**src/rtl/tl_tx_flow_control_credit_gate.sv**
```systemverilog
// tl_tx_flow_control_credit_gate: PCIe TL TX credit gate. Holds far-end FC limits and consumed
// counts per P/NP/CPL and admits a TLP only when header and data credits remain (modulo gating).
module tl_tx_flow_control_credit_gate #(
    parameter int FC_HDR_CREDS_WIDTH  = 12,
    parameter int FC_DATA_CREDS_WIDTH = 16,
    parameter int REQ_DATA_WIDTH      = 10
) (
    input  logic                           clk,
    input  logic                           arst_n,
    input  logic                           dll_link_up,
    input  logic                           dll_valid,
    input  logic                           dll_fc_init,
    input  logic [1:0]                     dll_typ,
    input  logic [FC_HDR_CREDS_WIDTH-1:0]  dll_hdr_creds,
    input  logic [FC_DATA_CREDS_WIDTH-1:0] dll_data_creds,
    input  logic [1:0]                     dll_hdr_scale,
    input  logic [1:0]                     dll_data_scale,
    input  logic                           tlp_req_valid,
    input  logic [1:0]                     tlp_req_typ,
    input  logic [REQ_DATA_WIDTH-1:0]      tlp_req_data_creds,
    output logic                           tlp_req_ready,
    output logic                           fc_init_done,
    output logic                           fc_update_error
);
    localparam int HCLW = FC_HDR_CREDS_WIDTH + 4;
    localparam int DCLW = FC_DATA_CREDS_WIDTH + 4;
    localparam logic [1:0] FC_IDLE   = 2'd0;
    localparam logic [1:0] FC_INIT   = 2'd1;
    localparam logic [1:0] FC_ACTIVE = 2'd2;
    localparam logic [HCLW-1:0] H_HALF = {1'b1, {(HCLW-1){1'b0}}};
    localparam logic [DCLW-1:0] D_HALF = {1'b1, {(DCLW-1){1'b0}}};

    logic [1:0]      r_state;
    logic [HCLW-1:0] r_hdr_cl  [3];
    logic [HCLW-1:0] r_hdr_cc  [3];
    logic [DCLW-1:0] r_data_cl [3];
    logic [DCLW-1:0] r_data_cc [3];
    logic [2:0]      r_hdr_inf;
    logic [2:0]      r_data_inf;
    logic [2:0]      r_init_rcvd;
    logic            r_done;
    logic            r_err;

    logic [2:0]      w_hdr_sh;
    logic [2:0]      w_data_sh;
    logic [HCLW-1:0] w_hdr_lim;
    logic [HCLW-1:0] w_hdr_room;
    logic [HCLW-1:0] w_hdr_cc_post;
    logic [DCLW-1:0] w_data_lim;
    logic [DCLW-1:0] w_data_room;
    logic [DCLW-1:0] w_data_cc_post;
    logic [DCLW-1:0] w_req;
    logic            w_active;
    logic            w_hdr_ok;
    logic            w_data_ok;
    logic            w_ready;
    logic            w_same;
    logic            w_clr;
    logic            w_init;
    logic            w_upd;
    logic            w_hdr_bad;
    logic            w_data_bad;
    logic            w_hdr_load;
    logic            w_data_load;

    always_comb begin
        w_hdr_sh       = dll_hdr_scale[1] ? (dll_hdr_scale[0] ? 3'd4 : 3'd2) : 3'd0;
        w_data_sh      = dll_data_scale[1] ? (dll_data_scale[0] ? 3'd4 : 3'd2) : 3'd0;
        w_hdr_lim      = {4'b0, dll_hdr_creds} << w_hdr_sh;
        w_data_lim     = {4'b0, dll_data_creds} << w_data_sh;
        w_req          = {{(DCLW-REQ_DATA_WIDTH){1'b0}}, tlp_req_data_creds};
        w_active       = r_state == FC_ACTIVE;
        // Remaining-credit distance; anything past half the ring means the request overruns the limit
        w_hdr_room     = r_hdr_cl[tlp_req_typ] - (r_hdr_cc[tlp_req_typ] + HCLW'(1));
        w_data_room    = r_data_cl[tlp_req_typ] - (r_data_cc[tlp_req_typ] + w_req);
        w_hdr_ok       = r_hdr_inf[tlp_req_typ] | (w_hdr_room <= H_HALF);
        w_data_ok      = r_data_inf[tlp_req_typ] | (tlp_req_data_creds == '0) | (w_data_room <= D_HALF);
        w_ready        = tlp_req_valid & w_active & (tlp_req_typ != 2'd3) & w_hdr_ok & w_data_ok;
        // UpdateFC legality is judged against the count after this cycle's consume
        w_same         = w_ready & (tlp_req_typ == dll_typ);
        w_hdr_cc_post  = r_hdr_cc[dll_typ] + (w_same ? HCLW'(1) : '0);
        w_data_cc_post = r_data_cc[dll_typ] + (w_same ? w_req : '0);
        w_hdr_bad      = ~r_hdr_inf[dll_typ] & ((w_hdr_lim - w_hdr_cc_post) > H_HALF);
        w_data_bad     = ~r_data_inf[dll_typ] & ((w_data_lim - w_data_cc_post) > D_HALF);
        w_clr          = ~dll_link_up | (r_state == FC_IDLE);
        w_init         = dll_valid & dll_fc_init & (dll_typ != 2'd3) & (r_state == FC_INIT) & ~r_init_rcvd[dll_typ];
        w_upd          = dll_valid & ~dll_fc_init & (dll_typ != 2'd3) & w_active;
        w_hdr_load     = w_upd & ~r_hdr_inf[dll_typ] & ~w_hdr_bad;
        w_data_load    = w_upd & ~r_data_inf[dll_typ] & ~w_data_bad;
        tlp_req_ready  = w_ready;
        fc_init_done   = r_done;
        fc_update_error = r_err;
    end

    always_ff @(posedge clk or negedge arst_n) begin
        if (!arst_n) begin
            r_state     <= FC_IDLE;
            r_hdr_cl    <= '{default: '0};
            r_hdr_cc    <= '{default: '0};
            r_data_cl   <= '{default: '0};
            r_data_cc   <= '{default: '0};
            r_hdr_inf   <= '0;
            r_data_inf  <= '0;
            r_init_rcvd <= '0;
            r_done      <= 1'b0;
            r_err       <= 1'b0;
        end else begin
            r_done <= w_active;
            if (w_clr) begin
                r_state     <= dll_link_up ? FC_INIT : FC_IDLE;
                r_hdr_cl    <= '{default: '0};
                r_hdr_cc    <= '{default: '0};
                r_data_cl   <= '{default: '0};
                r_data_cc   <= '{default: '0};
                r_hdr_inf   <= '0;
                r_data_inf  <= '0;
                r_init_rcvd <= '0;
                r_err       <= 1'b0;
            end else begin
                r_err <= w_upd & (w_hdr_bad | w_data_bad);
                if (r_state == FC_INIT && &r_init_rcvd)
                    r_state <= FC_ACTIVE;
                if (w_init) begin
                    r_hdr_cl[dll_typ]    <= w_hdr_lim;
                    r_data_cl[dll_typ]   <= w_data_lim;
                    r_hdr_inf[dll_typ]   <= dll_hdr_creds == '0;
                    r_data_inf[dll_typ]  <= dll_data_creds == '0;
                    r_init_rcvd[dll_typ] <= 1'b1;
                end
                if (w_ready) begin
                    r_hdr_cc[tlp_req_typ]  <= r_hdr_cc[tlp_req_typ] + HCLW'(1);
                    r_data_cc[tlp_req_typ] <= r_data_cc[tlp_req_typ] + w_req;
                end
                if (w_hdr_load)
                    r_hdr_cl[dll_typ] <= w_hdr_lim;
                if (w_data_load)
                    r_data_cl[dll_typ] <= w_data_lim;
            end
        end
    end
endmodule

```
**config.mk**
```make
export PLATFORM = sky130hd
export DESIGN_NAME = tl_tx_flow_control_credit_gate
export DESIGN_NICKNAME = d
export VERILOG_FILES = /design/src/rtl/tl_tx_flow_control_credit_gate.sv
export SDC_FILE = /design/constraint.sdc
export NUM_CORES = 1
export LEC_CHECK = 0
export CAP_MARGIN = 20
export CORE_MARGIN = 5
export CORE_UTILIZATION = 53
export CTS_CLUSTER_SIZE = 8
export DETAILED_ROUTE_END_ITERATION = 10
export PLACE_DENSITY = 0.7
export RECOVER_POWER = 100
export SYNTH_ARGS = -nofsm -noshare
export SYNTH_HDL_FRONTEND = slang
export SYNTH_SLANG_ARGS = --single-unit
export TNS_END_PERCENT = 1
```
**constraint.sdc**
```tcl
create_clock -name clk -period 10.3 [get_ports clk]
set_clock_uncertainty 0.2 [all_clocks]
set_input_delay 1.03 -clock clk [delete_from_list [all_inputs] [get_ports clk]]
set_output_delay 1.03 -clock clk [all_outputs]
set_load 0.01 [all_outputs]
```
==> impl_metrics.json, run 1 <==
{
  "slew_headroom": -1.60,
  "overflow": 0,
  "final_design_utilization": 0.593,
  "cp_slowest_cell": "sky130_fd_sc_hd__clkdlybuf4s50_1",
  "count_of_flip_flops_with_a_built_in_enable_after_synthesis": 0,
  "final_layout_size_suffix_gt1_frac": 0.0706,
  "cts_hold_buf": 0,
  "worst_setup_hold_path_clk_slew_ns": 0.05,
  "gr-usage-all-layers": 0.286,
  "finish.cell_count_without_fillers": 2573,
  "critical_path.max_stage_delay_ns": 0.57,
  "portion_of_total_power_attributed_to_combinational_logic": 0.146,
  "p_per_area_mw_per_mm2": 115,
  "result_of_the_run": "finished with violations",
  "total_nets_final": 2285,
  "routed_wirelength_um": 55200,
  "synth-async-reset-ratio": 1.00,
  "timing.final.crit_period_ns": 9.70,
  "synth_cells": 2106,
  "power.net_switching_mw": 0.624,
  "synth.yosys.seq_area_share": 0.320,
  "via_total_after_detailed_routing": 16300,
  "final_hold_viol_count": 0,
  "tritoncts.num_buffers": 35,
  "ioPinCount": 55,
  "die_height_um": 194,
  "floorplan.die_area_mm2": 0.0375,
  "globalplace.congestion": 0.960,
  "leakagePower_nw": 8.38,
  "ys_dominant_reg_cell": "sky130_fd_sc_hd__dfrtp_1",
  "detail_route.drc_violations": 0,
  "die_x_extent_um": 194,
  "syn_area_per_cell_um2": 8.49,
  "postSynthNetCount": 2272,
  "number_of_failing_setup_endpoints_in_the_final_timing_report": 0,
  "pwr-share-clk": 0.457,
  "path_class": "input pin to flip-flop",
  "clock_sink_total": 229,
  "worstSkewPairLatency_ns": 0.52,
  "netSwitchingFraction": 0.274,
  "worstPathRequired_ns": 10.46,
  "p_int_mw": 1.66,
  "fill_cell_instance_count_of_the_final_layout": 2961,
  "violations": "capacitance limit, slew limit",
  "tightest_slew_ns": 3.90,
  "fin_total_pwr_mw": 2.28,
  "maxCapViolCount": 5,
  "grt_pass1_wl_um": 87900,
  "post-dp-hpwl_um": 38300,
  "first_iter_violations": 1283,
  "placement.cell_area_mm2": 0.0190,
  "worst_ep_arrival_time_ns": 9.86,
  "synth-warning-count": 0,
  "antenna_found_initial": 1,
  "ant_nets": 0,
  "worstHoldPathType": "flip-flop to flip-flop",
  "crit_path_max_fanout": 38,
  "grt_start_max_net_pins": 112,
  "routed_wire_length_per_instance_um": 21.5,
  "starting_density": 0.535,
  "core_area_mm2": 0.0334,
  "final_critical_path_share_of_the_clock_period": 0.942,
  "worstSetupEndpointType": "flip-flop",
  "synth-seq-cells": 229,
  "fmaxAchievable_mhz": 103,
  "post_synth_instance_area_mm2": 0.0179,
  "final_common_cell": "sky130_fd_sc_hd__nand2_1",
  "yosysUniqueCellTypes": 81,
  "mostFrequentLayoutCells": "sky130_fd_sc_hd__nand2_1, sky130_fd_sc_hd__dfrtp_1, sky130_fd_sc_hd__mux2i_1",
  "detailed_router_iteration_count_before_antenna_repair": 5,
  "startpoint_type": "input pin",
  "ir_worst_vdd_uv": 127,
  "timing_max_transition_violations_final": 283,
  "timing.hold.ws_ns": 0.323,
  "place_inst": 2526,
  "pwr-share-seq": 0.396,
  "max_root_sink_buffers": 3,
  "area_growth_syn_to_layout_pct": 10.8,
  "setup_repair_after_global_routing_missed_its_margin": "false",
  "ctsRootBufferMaster": "sky130_fd_sc_hd__clkbuf_16",
  "stdcell_area_mm2": 0.0198,
  "grt_pass1_vias": 15900,
  "fp-row-count": 67,
  "detail_route.vias_per_cell": 6.34,
  "ctsHtreeMaxLevel": 2,
  "crit_top_cell": "sky130_fd_sc_hd__o21ai_0",
  "port_buffer_cells": 54,
  "cts_tree": "built"
}
==> registers in the layout (all words and copies together) (netlist names) <==
name and flops:
r_hdr_cl 48, fc_init_done 1, r_hdr_inf 3, r_state 2, r_hdr_cc 48, r_init_rcvd 3
r_data_inf 3, r_data_cc 60, r_data_cl 60, fc_update_error 1
==> critical path: cells and delay by family <==
kind	cells	cell delay [ns]
buffers and inverters	7	1.46
and+or+nand+nor	8	1.39
adders and majority gates	5	1.77
AOI/OAI and AO/OA	18	4.02
xor gates and xnor gates	2	0.15
==> per-layer routing <==
metal	routed length (µm)	global-route usage	part of all wire
met1	23200	0.371	0.42
met2	25900	0.469	0.47
met3	2960	0.0356	0.054
met4	3150	0.151	0.057
met5	0	0	0
==> final timing paths <==
| check | start | endpoint | slack, ns | depth (start not counted) |
|---|---|---|---|---|
| worst max register to register | r_data_cc[0]$_DFFE_PN0P_ | r_data_cl[3]$_DFF_PN0_ | 0.95 | 41 |
| worst max-delay path | tlp_req_data_creds[0] | r_data_cl[3]$_DFF_PN0_ | 0.60 | 40 |
| max in group asynchronous | arst_n | r_data_cl[3]$_DFF_PN0_ | 2.66 | 3 |
| min in group asynchronous | arst_n | r_hdr_cl[39]$_DFF_PN0_ | 1.69 | 1 |
| worst min-delay path | r_hdr_cl[33]$_DFF_PN0_ | r_hdr_cl[33]$_DFF_PN0_ | 0.32 | 2 |
| worst min register to register | r_hdr_cl[33]$_DFF_PN0_ | r_hdr_cl[33]$_DFF_PN0_ | 0.32 | 2 |
==> metrics by stage <==
stage / setup TNS (ns) / setup WS (ns)
5_1_grt: 0 / 0.0149
3_3_place_gp: 0 / 0.0406
2_1_floorplan: 0 / 0.0137
6_report: 0 / 0.598
4_1_cts: 0 / 0.412
3_5_place_dp: -0.213 / -0.0845
==> power by group through the flow <==
stage	combinational (mW)	clock (mW)	sequential, mW
finish	0.334	1.04	0.905
global route	0.362	1.10	0.904
CTS	0.328	1.06	0.905
detailed placement	0.326	0	0.920
global placement	0.323	0	0.920
floorplan	0.208	0	0.919
==> cells in the mapped netlist, types with 36 or more instances <==
cell                         n  area, µm²
sky130_fd_sc_hd__o22ai_1    54        338
sky130_fd_sc_hd__nand2_1   334       1250
sky130_fd_sc_hd__mux2i_1   198       1980
sky130_fd_sc_hd__nand3_1    78        390
sky130_fd_sc_hd__ha_1       99       1240
sky130_fd_sc_hd__dfrtp_1   229       5730
sky130_fd_sc_hd__a21oi_1    97        485
sky130_fd_sc_hd__inv_1     113        424
sky130_fd_sc_hd__o211ai_1   36        270
sky130_fd_sc_hd__o21ai_0   187        936
sky130_fd_sc_hd__clkbuf_1   92        345
sky130_fd_sc_hd__nor2_1     84        315
==> final cells by class <==
type | count | area [µm²] | area share
multi-input combinational | 1623 | 11100 | 0.558
sequential | 229 | 5730 | 0.289
timing repair buffer | 117 | 1080 | 0.0545
clock buffer | 41 | 951 | 0.0480
tap | 448 | 561 | 0.0283
inverter | 113 | 424 | 0.0214
clock inverter | 1 | 8.76 | 0.000442
antenna | 1 | 2.50 | 0.000126
==> kinds of logic after synthesis <==
kind of cell | count (synthesis) | share of synthesized area
adders and majority gates | 114 | 0.0860
buffers and inverters | 254 | 0.0592
muxes | 203 | 0.114
AOI/OAI and AO/OA | 593 | 0.224
DFF | 229 | 0.320
and+or+nand+nor | 660 | 0.170
xor gates and xnor gates | 53 | 0.0260
==> repair_timing <==
action	in CTS	in global routing
gates resized for setup	0	5
buffers inserted	0	1
setup endpoints to repair	0	95
Note: power is estimated with default switching activity, not from simulation.
==> run 2: changes to the inputs <==
--- a/config.mk
+++ b/config.mk
@@ -7,10 +7,10 @@
 export LEC_CHECK = 0
 export CAP_MARGIN = 20
 export CORE_MARGIN = 5
-export CORE_UTILIZATION = 53
+export CORE_UTILIZATION = 55
 export CTS_CLUSTER_SIZE = 8
 export DETAILED_ROUTE_END_ITERATION = 10
-export PLACE_DENSITY = 0.7
+export PLACE_DENSITY = 0.73
 export RECOVER_POWER = 100
 export SYNTH_ARGS = -nofsm -noshare
 export SYNTH_HDL_FRONTEND = slang
==> constraint.sdc (replaced) <==
create_clock -name clk -period 10.3 [get_ports clk]
set_clock_uncertainty 0.2 [all_clocks]
set_input_delay 2.06 -clock clk [delete_from_list [all_inputs] [get_ports clk]]
set_output_delay 2.06 -clock clk [all_outputs]
set_load 0.01 [all_outputs]
==> run 2 against run 1 <==
Compared with the run above:
- the run ends with capacitance limit, slew limit, setup timing left
- setup slack lost 0.62 ns
- first-iteration DRC count grew 47%
- die area shrank 3.4%
- flip-flop and latch count is the same
- hold slack lost 0.0034 ns
==> impl_metrics.json, run 2 (synthesized netlist as in run 1, its figures left out) <==
{
  "fmaxAchievable_mhz": 96.9,
  "floorplan.die_area_mm2": 0.0362,
  "routed_wirelength_um": 60200,
  "worstHoldPathType": "flip-flop to flip-flop",
  "stdcell_area_mm2": 0.0218,
  "gr-usage-all-layers": 0.320,
  "ir_worst_vdd_uv": 133,
  "slew_headroom": -2.14,
  "detailed_router_iteration_count_before_antenna_repair": 6,
  "ant_nets": 0,
  "worstPathRequired_ns": 10.52,
  "timing_max_transition_violations_final": 151,
  "diodes": 0,
  "cts_tree": "built",
  "max_root_sink_buffers": 3,
  "tritoncts.num_buffers": 35,
  "power.net_switching_mw": 0.651,
  "starting_density": 0.554,
  "path_class": "input pin to flip-flop",
  "layout_top_registers": "r_data_cc: 60 flops, r_data_cl: 60 flops",
  "clock_sink_total": 229,
  "final_common_cell": "sky130_fd_sc_hd__nand2_1",
  "timing.hold.ws_ns": 0.319,
  "die_x_extent_um": 190,
  "leakagePower_nw": 9.41,
  "grt_pass1_vias": 16900,
  "post-dp-hpwl_um": 42000,
  "placement.cell_area_mm2": 0.0203,
  "cp_slowest_cell": "sky130_fd_sc_hd__fa_2",
  "setup_slack_ns": -0.0244,
  "die_height_um": 190,
  "portion_of_total_power_attributed_to_combinational_logic": 0.163,
  "final_critical_path_share_of_the_clock_period": 1.00,
  "area_growth_syn_to_layout_pct": 22.0,
  "netSwitchingFraction": 0.278,
  "worstSetupEndpointType": "flip-flop",
  "p_int_mw": 1.69,
  "routed_wire_length_per_instance_um": 21.9,
  "antenna_found_initial": 0,
  "setup_repair_after_global_routing_missed_its_margin": "true",
  "via_total_after_detailed_routing": 17600,
  "result_of_the_run": "finished with violations",
  "worstSkewPairLatency_ns": 0.51,
  "number_of_failing_setup_endpoints_in_the_final_timing_report": 4,
  "worst_setup_hold_path_clk_slew_ns": 0.05,
  "timing.final.crit_period_ns": 10.32,
  "grt_start_max_net_pins": 112,
  "final_layout_size_suffix_gt1_frac": 0.180,
  "port_buffer_cells": 54,
  "ctsRootBufferMaster": "sky130_fd_sc_hd__clkbuf_16",
  "cts_hold_buf": 0,
  "startpoint_type": "input pin",
  "ioPinCount": 55,
  "globalplace.congestion": 0.995,
  "total_nets_final": 2465,
  "first_iter_violations": 1890,
  "ctsHtreeMaxLevel": 2,
  "core_area_mm2": 0.0323,
  "p_per_area_mw_per_mm2": 107,
  "pwr-share-seq": 0.387,
  "maxCapViolCount": 2,
  "detail_route.drc_violations": 0,
  "fp-row-count": 66,
  "violations": "capacitance limit, slew limit, setup timing",
  "worst_ep_arrival_time_ns": 10.54,
  "overflow": 0,
  "critical_path.max_stage_delay_ns": 0.41,
  "tightest_slew_ns": 4.71,
  "crit_path_max_fanout": 8,
  "fill_cell_instance_count_of_the_final_layout": 2589,
  "final_hold_viol_count": 0,
  "pwr-share-clk": 0.450,
  "detail_route.vias_per_cell": 6.40,
  "mostFrequentLayoutCells": "sky130_fd_sc_hd__nand2_1, sky130_fd_sc_hd__dfrtp_1, sky130_fd_sc_hd__buf_4",
  "grt_pass1_wl_um": 93100
}
## run 2: layout make-up
cell class                 instances  area (µm²)  area share
tap                              442         553      0.0253
sequential                       229        5730       0.263
clock inverter                     3        30.0     0.00138
inverter                         113         424      0.0194
multi-input combinational       1623       11600       0.531
timing repair buffer             297        2530       0.116
clock buffer                      41         950      0.0435
## run 2: repair_timing
item | in CTS | in global routing
gates cloned | 1 | 2
resized for setup | 9 | 77
buffers inserted | 0 | 14
setup endpoints to repair | 62 | 110
pin swaps | 2 | 46
## run 2: power by group through the flow
stage	combinational, mW	sequential [mW]	clock [mW]
final	0.382	0.905	1.05
after global routing	0.409	0.904	1.10
after CTS	0.357	0.905	1.06
after detailed placement	0.351	0.920	0
after global placement	0.349	0.920	0
after floorplan	0.214	0.919	0
## run 2: path summary, 6_finish.rpt
check | startpoint | endpoint | slack (ns) | cells past startpoint
min | r_data_cl[25]$_DFF_PN0_ | r_data_cl[25]$_DFF_PN0_ | 0.32 | 2
min reg2reg | r_data_cl[25]$_DFF_PN0_ | r_data_cl[25]$_DFF_PN0_ | 0.32 | 2
min in group asynchronous | arst_n | r_hdr_cl[12]$_DFF_PN0_ | 3.05 | 1
max | tlp_req_typ[1] | r_hdr_cl[45]$_DFF_PN0_ | -0.02 | 42
max in group asynchronous | arst_n | r_data_cc[55]$_DFFE_PN0P_ | 1.51 | 4
max reg2reg | r_data_cc[0]$_DFFE_PN0P_ | r_hdr_cl[45]$_DFF_PN0_ | 1.33 | 41
## run 2: critical path: cells and delay by family
family / cells / cell delay, ns
fa+ha+maj: 5 / 1.71
xor+xnor: 1 / 0.08
mux: 2 / 0.35
buf+inv: 8 / 1.02
simple gates: 8 / 1.48
compound gates: 18 / 3.80
## run 2: stage by stage
stage	total power [mW]	instances	setup slack, ns	TNS, ns	utilization
detailed placement	1.27	2687	-0.665	-57.14	0.628
global placement	1.27	2687	-0.446	-33.77	0.628
floorplan	1.13	2106	-0.586	-45.62	-
global route	2.42	2748	-0.354	-23.22	0.676
finish	2.34	2748	-0.0244	-0.0355	0.676
CTS	2.32	2732	0.0246	0	0.661
## run 2: routing by layer
metal  part of all wire  wire length (µm)  vias to the layer above  global-route usage
met5                  0                 0                        -                   0
met4              0.023              1400                        0              0.0881
met3               0.10              6220                      108              0.0696
met2               0.45             26800                      975               0.490
met1               0.43             25800                     8497               0.459
li1                   -                 -                     7998                   -
==> run 3: changes to the inputs <==
--- a/config.mk
+++ b/config.mk
@@ -5,12 +5,12 @@
 export SDC_FILE = /design/constraint.sdc
 export NUM_CORES = 1
 export LEC_CHECK = 0
+export ABC_AREA = 1
 export CAP_MARGIN = 20
 export CORE_MARGIN = 5
 export CORE_UTILIZATION = 55
-export CTS_CLUSTER_SIZE = 8
 export DETAILED_ROUTE_END_ITERATION = 10
-export PLACE_DENSITY = 0.73
+export PLACE_DENSITY = 0.72
 export RECOVER_POWER = 100
 export SYNTH_ARGS = -nofsm -noshare
 export SYNTH_HDL_FRONTEND = slang
==> run 3 against run 2 <==
Compared with the run above:
- the flow finishes with violations (capacitance limit, slew limit)
- clock power about the same
- combinational power increased by 73%
- setup slack improved by 0.59 ns
- largest cell class unchanged
==> impl_metrics.json, run 3 <==
{
  "path_class": "input pin to output pin",
  "fin_total_pwr_mw": 2.62,
  "synth.yosys.seq_area_share": 0.280,
  "ioPinCount": 55,
  "detail_route.drc_violations": 0,
  "crit_path_max_fanout": 19,
  "cts_tree": "built",
  "layout_top_registers": "r_data_cc: 60 flops, r_data_cl: 60 flops",
  "synth-async-reset-ratio": 1.00,
  "post_synth_instance_area_mm2": 0.0204,
  "number_of_failing_setup_endpoints_in_the_final_timing_report": 0,
  "via_total_after_detailed_routing": 22600,
  "groute.layer.met2.usage": 0.566,
  "timing_max_transition_violations_final": 324,
  "post-dp-hpwl_um": 51000,
  "post_cts_buffers": 0,
  "startpoint_type": "input pin",
  "yosysUniqueCellTypes": 52,
  "top_cell_types_by_occurrence_after_synthesis": "sky130_fd_sc_hd__nand2_1, sky130_fd_sc_hd__nand3_1, sky130_fd_sc_hd__inv_1, sky130_fd_sc_hd__nor2_1, sky130_fd_sc_hd__o21ai_0",
  "slew_headroom": -2.38,
  "stdcell_area_mm2": 0.0227,
  "final_common_cell": "sky130_fd_sc_hd__nand2_1",
  "grt_pass1_wl_um": 114000,
  "worstSetupEndpointType": "output pin",
  "library_cell_with_the_highest_instance_count_after_synthesis": "sky130_fd_sc_hd__nand2_1",
  "final_hold_viol_count": 0,
  "place_inst": 3709,
  "groute.layer.met3.usage": 0.0535,
  "floorplan.die_area_mm2": 0.0411,
  "ys_dominant_reg_cell": "sky130_fd_sc_hd__dfrtp_1",
  "mostFrequentLayoutCells": "sky130_fd_sc_hd__nand2_1, sky130_fd_sc_hd__nand3_1, sky130_fd_sc_hd__inv_1",
  "setup_repair_after_global_routing_missed_its_margin": "false",
  "tritoncts.num_buffers": 28,
  "summed_negative_setup_slack_over_all_endpoints_ns": 0,
  "worstSkewPairLatency_ns": 0.56,
  "leakagePower_nw": 11.4,
  "globalplace.congestion": 0.966,
  "netlist.area_leader.share": 0.280,
  "final_layout_size_suffix_gt1_frac": 0.0595,
  "most_used_routing_layer": "met2",
  "die_height_um": 203,
  "placement.cell_area_mm2": 0.0218,
  "max_root_sink_buffers": 3,
  "syn_area_per_cell_um2": 6.28,
  "cts_hold_buf": 0,
  "ant_nets": 0,
  "total_nets_final": 3440,
  "starting_density": 0.558,
  "synth_cells": 3252,
  "yosys.area.top_type": "sky130_fd_sc_hd__dfrtp_1",
  "synth-warning-count": 0,
  "reg2regPathDepth": 44,
  "timing.final.crit_period_ns": 9.74,
  "worst_r2r_startpoint": "r_data_cc[0]$_DFFE_PN0P_",
  "ctsHtreeMaxLevel": 1,
  "finish.cell_count_without_fillers": 3762,
  "first_iter_violations": 2612,
  "tightest_slew_ns": 5.07,
  "die_x_extent_um": 203,
  "met1_usage": 0.440,
  "routed_wirelength_um": 73000,
  "antenna_found_initial": 1,
  "gr-usage-all-layers": 0.342,
  "clock_sink_total": 229,
  "overflow": 0,
  "postSynthNetCount": 3418,
  "grt_pass1_vias": 21300,
  "count_of_flip_flops_with_a_built_in_enable_after_synthesis": 0,
  "worst_ep_arrival_time_ns": 7.48,
  "regToRegSetupSlack_ns": 2.53,
  "synth-seq-cells": 229,
  "r2r_end": "r_hdr_cl[29]$_DFF_PN0_",
  "detailed_router_iteration_count_before_antenna_repair": 6,
  "critical_path.startpoint": "tlp_req_typ[0]",
  "violations": "capacitance limit, slew limit",
  "maxCapViolCount": 6,
  "final_critical_path_share_of_the_clock_period": 0.945,
  "worstHoldPathType": "flip-flop to flip-flop",
  "result_of_the_run": "finished with violations",
  "detail_route.vias_per_cell": 6.00,
  "synthTopCellsByArea": "sky130_fd_sc_hd__dfrtp_1, sky130_fd_sc_hd__nand2_1, sky130_fd_sc_hd__nand3_1, sky130_fd_sc_hd__inv_1, sky130_fd_sc_hd__o21ai_0",
  "worstPathRequired_ns": 8.04,
  "worstHoldStart": "r_data_cc[0]$_DFFE_PN0P_",
  "routed_wire_length_per_instance_um": 19.4,
  "grt_start_max_net_pins": 140,
  "fmaxAchievable_mhz": 103,
  "fp-row-count": 70,
  "area_growth_syn_to_layout_pct": 11.2,
  "p_per_area_mw_per_mm2": 115,
  "ctsRootBufferMaster": "sky130_fd_sc_hd__clkbuf_16",
  "port_buffer_cells": 54,
  "core_area_mm2": 0.0366,
  "ir_worst_vdd_uv": 143,
  "timing.critical_path.to": "tlp_req_ready",
  "worst_setup_hold_path_clk_slew_ns": 0.06
}
## run 3: changes by cell type after synthesis, sizes merged, moves of 27 or more
| cell | change |
|---|---|
| nand2b | -29 |
| nor2 | +216 |
| nand2 | +634 |
| a21oi | +39 |
| inv | +255 |
| o41ai | -27 |
| mux2i | -198 |
| o21ai | +71 |
| nand3 | +338 |
## run 3: what timing repair did
| action | 4_1_cts | 5_1_grt |
|---|---|---|
| gates resized for setup | 0 | 8 |
| endpoints found under the setup margin | 0 | 110 |
| hold endpoints to repair | 0 | 0 |
## run 3: routing by layer
metal | routed length, µm | part of all wire | vias up
li1 | - | - | 10700
met1 | 28600 | 0.39 | 10600
met2 | 33900 | 0.47 | 1074
met3 | 6350 | 0.087 | 238
met4 | 4060 | 0.056 | 0
met5 | 0 | 0 | -
## run 3: worst min-delay path by stage
| stage | to | cells past startpoint |
|---|---|---|
| final | r_data_cc[0]$_DFFE_PN0P_ | 2 |
| after global routing | r_data_cc[42]$_DFFE_PN0P_ | 2 |
| after CTS | r_data_cc[22]$_DFFE_PN0P_ | 2 |
| after detailed placement | r_data_cc[22]$_DFFE_PN0P_ | 2 |
| after global placement | r_data_cc[50]$_DFFE_PN0P_ | 2 |
| after floorplan | fc_init_done$_DFF_PN0_ | 1 |
## run 3: stage by stage
step	setup WS (ns)	hold WS, ns	util
2_1_floorplan	0.613	0.235	-
3_3_place_gp	0.131	0.282	0.595
3_5_place_dp	-0.136	0.287	0.595
4_1_cts	0.353	0.300	0.621
5_1_grt	0.0113	0.332	0.621
6_report	0.565	0.298	0.621
## run 3: final cells by class
type	instances	area, µm²
Antenna cell	1	2.50
Clock buffer	42	845
Clock inverter	7	113
Fill cell	3502	13900
Inverter	373	1410
Multi-Input combinational cell	2477	12600
Sequential cell	229	5730
Tap cell	468	586
Timing Repair Buffer	165	1440
## run 3: logic make-up after synthesis
logic type               Yosys count  synth area share
AO/OA/AOI/OAI                    560             0.158
XOR/XNOR                          53            0.0227
adder cells (fa/ha/maj)          114            0.0753
buffers and inverters            546             0.106
flip-flops                       229             0.280
AND/OR/NAND/NOR                 1750             0.357
## run 3: where the power goes
part	switching, mW	leakage, nW	internal [mW]	total, mW
registers	0.00600	3.19	0.908	0.914
logic	0.446	7.78	0.215	0.662
clock network	0.406	0.469	0.635	1.04
## run 3: worst max-delay path: stages
cell and delay, ns:
sky130_fd_sc_hd__clkdlybuf4s50_1 0.56, sky130_fd_sc_hd__inv_2 0.09, sky130_fd_sc_hd__nor2_2 0.11, sky130_fd_sc_hd__buf_4 0.34, sky130_fd_sc_hd__nand2_1 0.08, sky130_fd_sc_hd__o211ai_1 0.14
sky130_fd_sc_hd__ha_1 0.30, sky130_fd_sc_hd__clkbuf_1 0.13, sky130_fd_sc_hd__a21oi_1 0.22, sky130_fd_sc_hd__nor2_1 0.07, sky130_fd_sc_hd__nor2_1 0.09, sky130_fd_sc_hd__o31ai_1 0.08
sky130_fd_sc_hd__xor2_1 0.28, sky130_fd_sc_hd__inv_1 0.17, sky130_fd_sc_hd__ha_1 0.39, sky130_fd_sc_hd__nand2_1 0.12, sky130_fd_sc_hd__nor2_1 0.25, sky130_fd_sc_hd__nand3_1 0.14
sky130_fd_sc_hd__nand4_1 0.11, sky130_fd_sc_hd__nand2_1 0.06, sky130_fd_sc_hd__nor3_1 0.22, sky130_fd_sc_hd__nand4_1 0.12, sky130_fd_sc_hd__nor2_1 0.11, sky130_fd_sc_hd__nand4_1 0.18
sky130_fd_sc_hd__a21oi_4 0.26, sky130_fd_sc_hd__buf_12 0.15, sky130_fd_sc_hd__dlygate4sd3_1 0.62
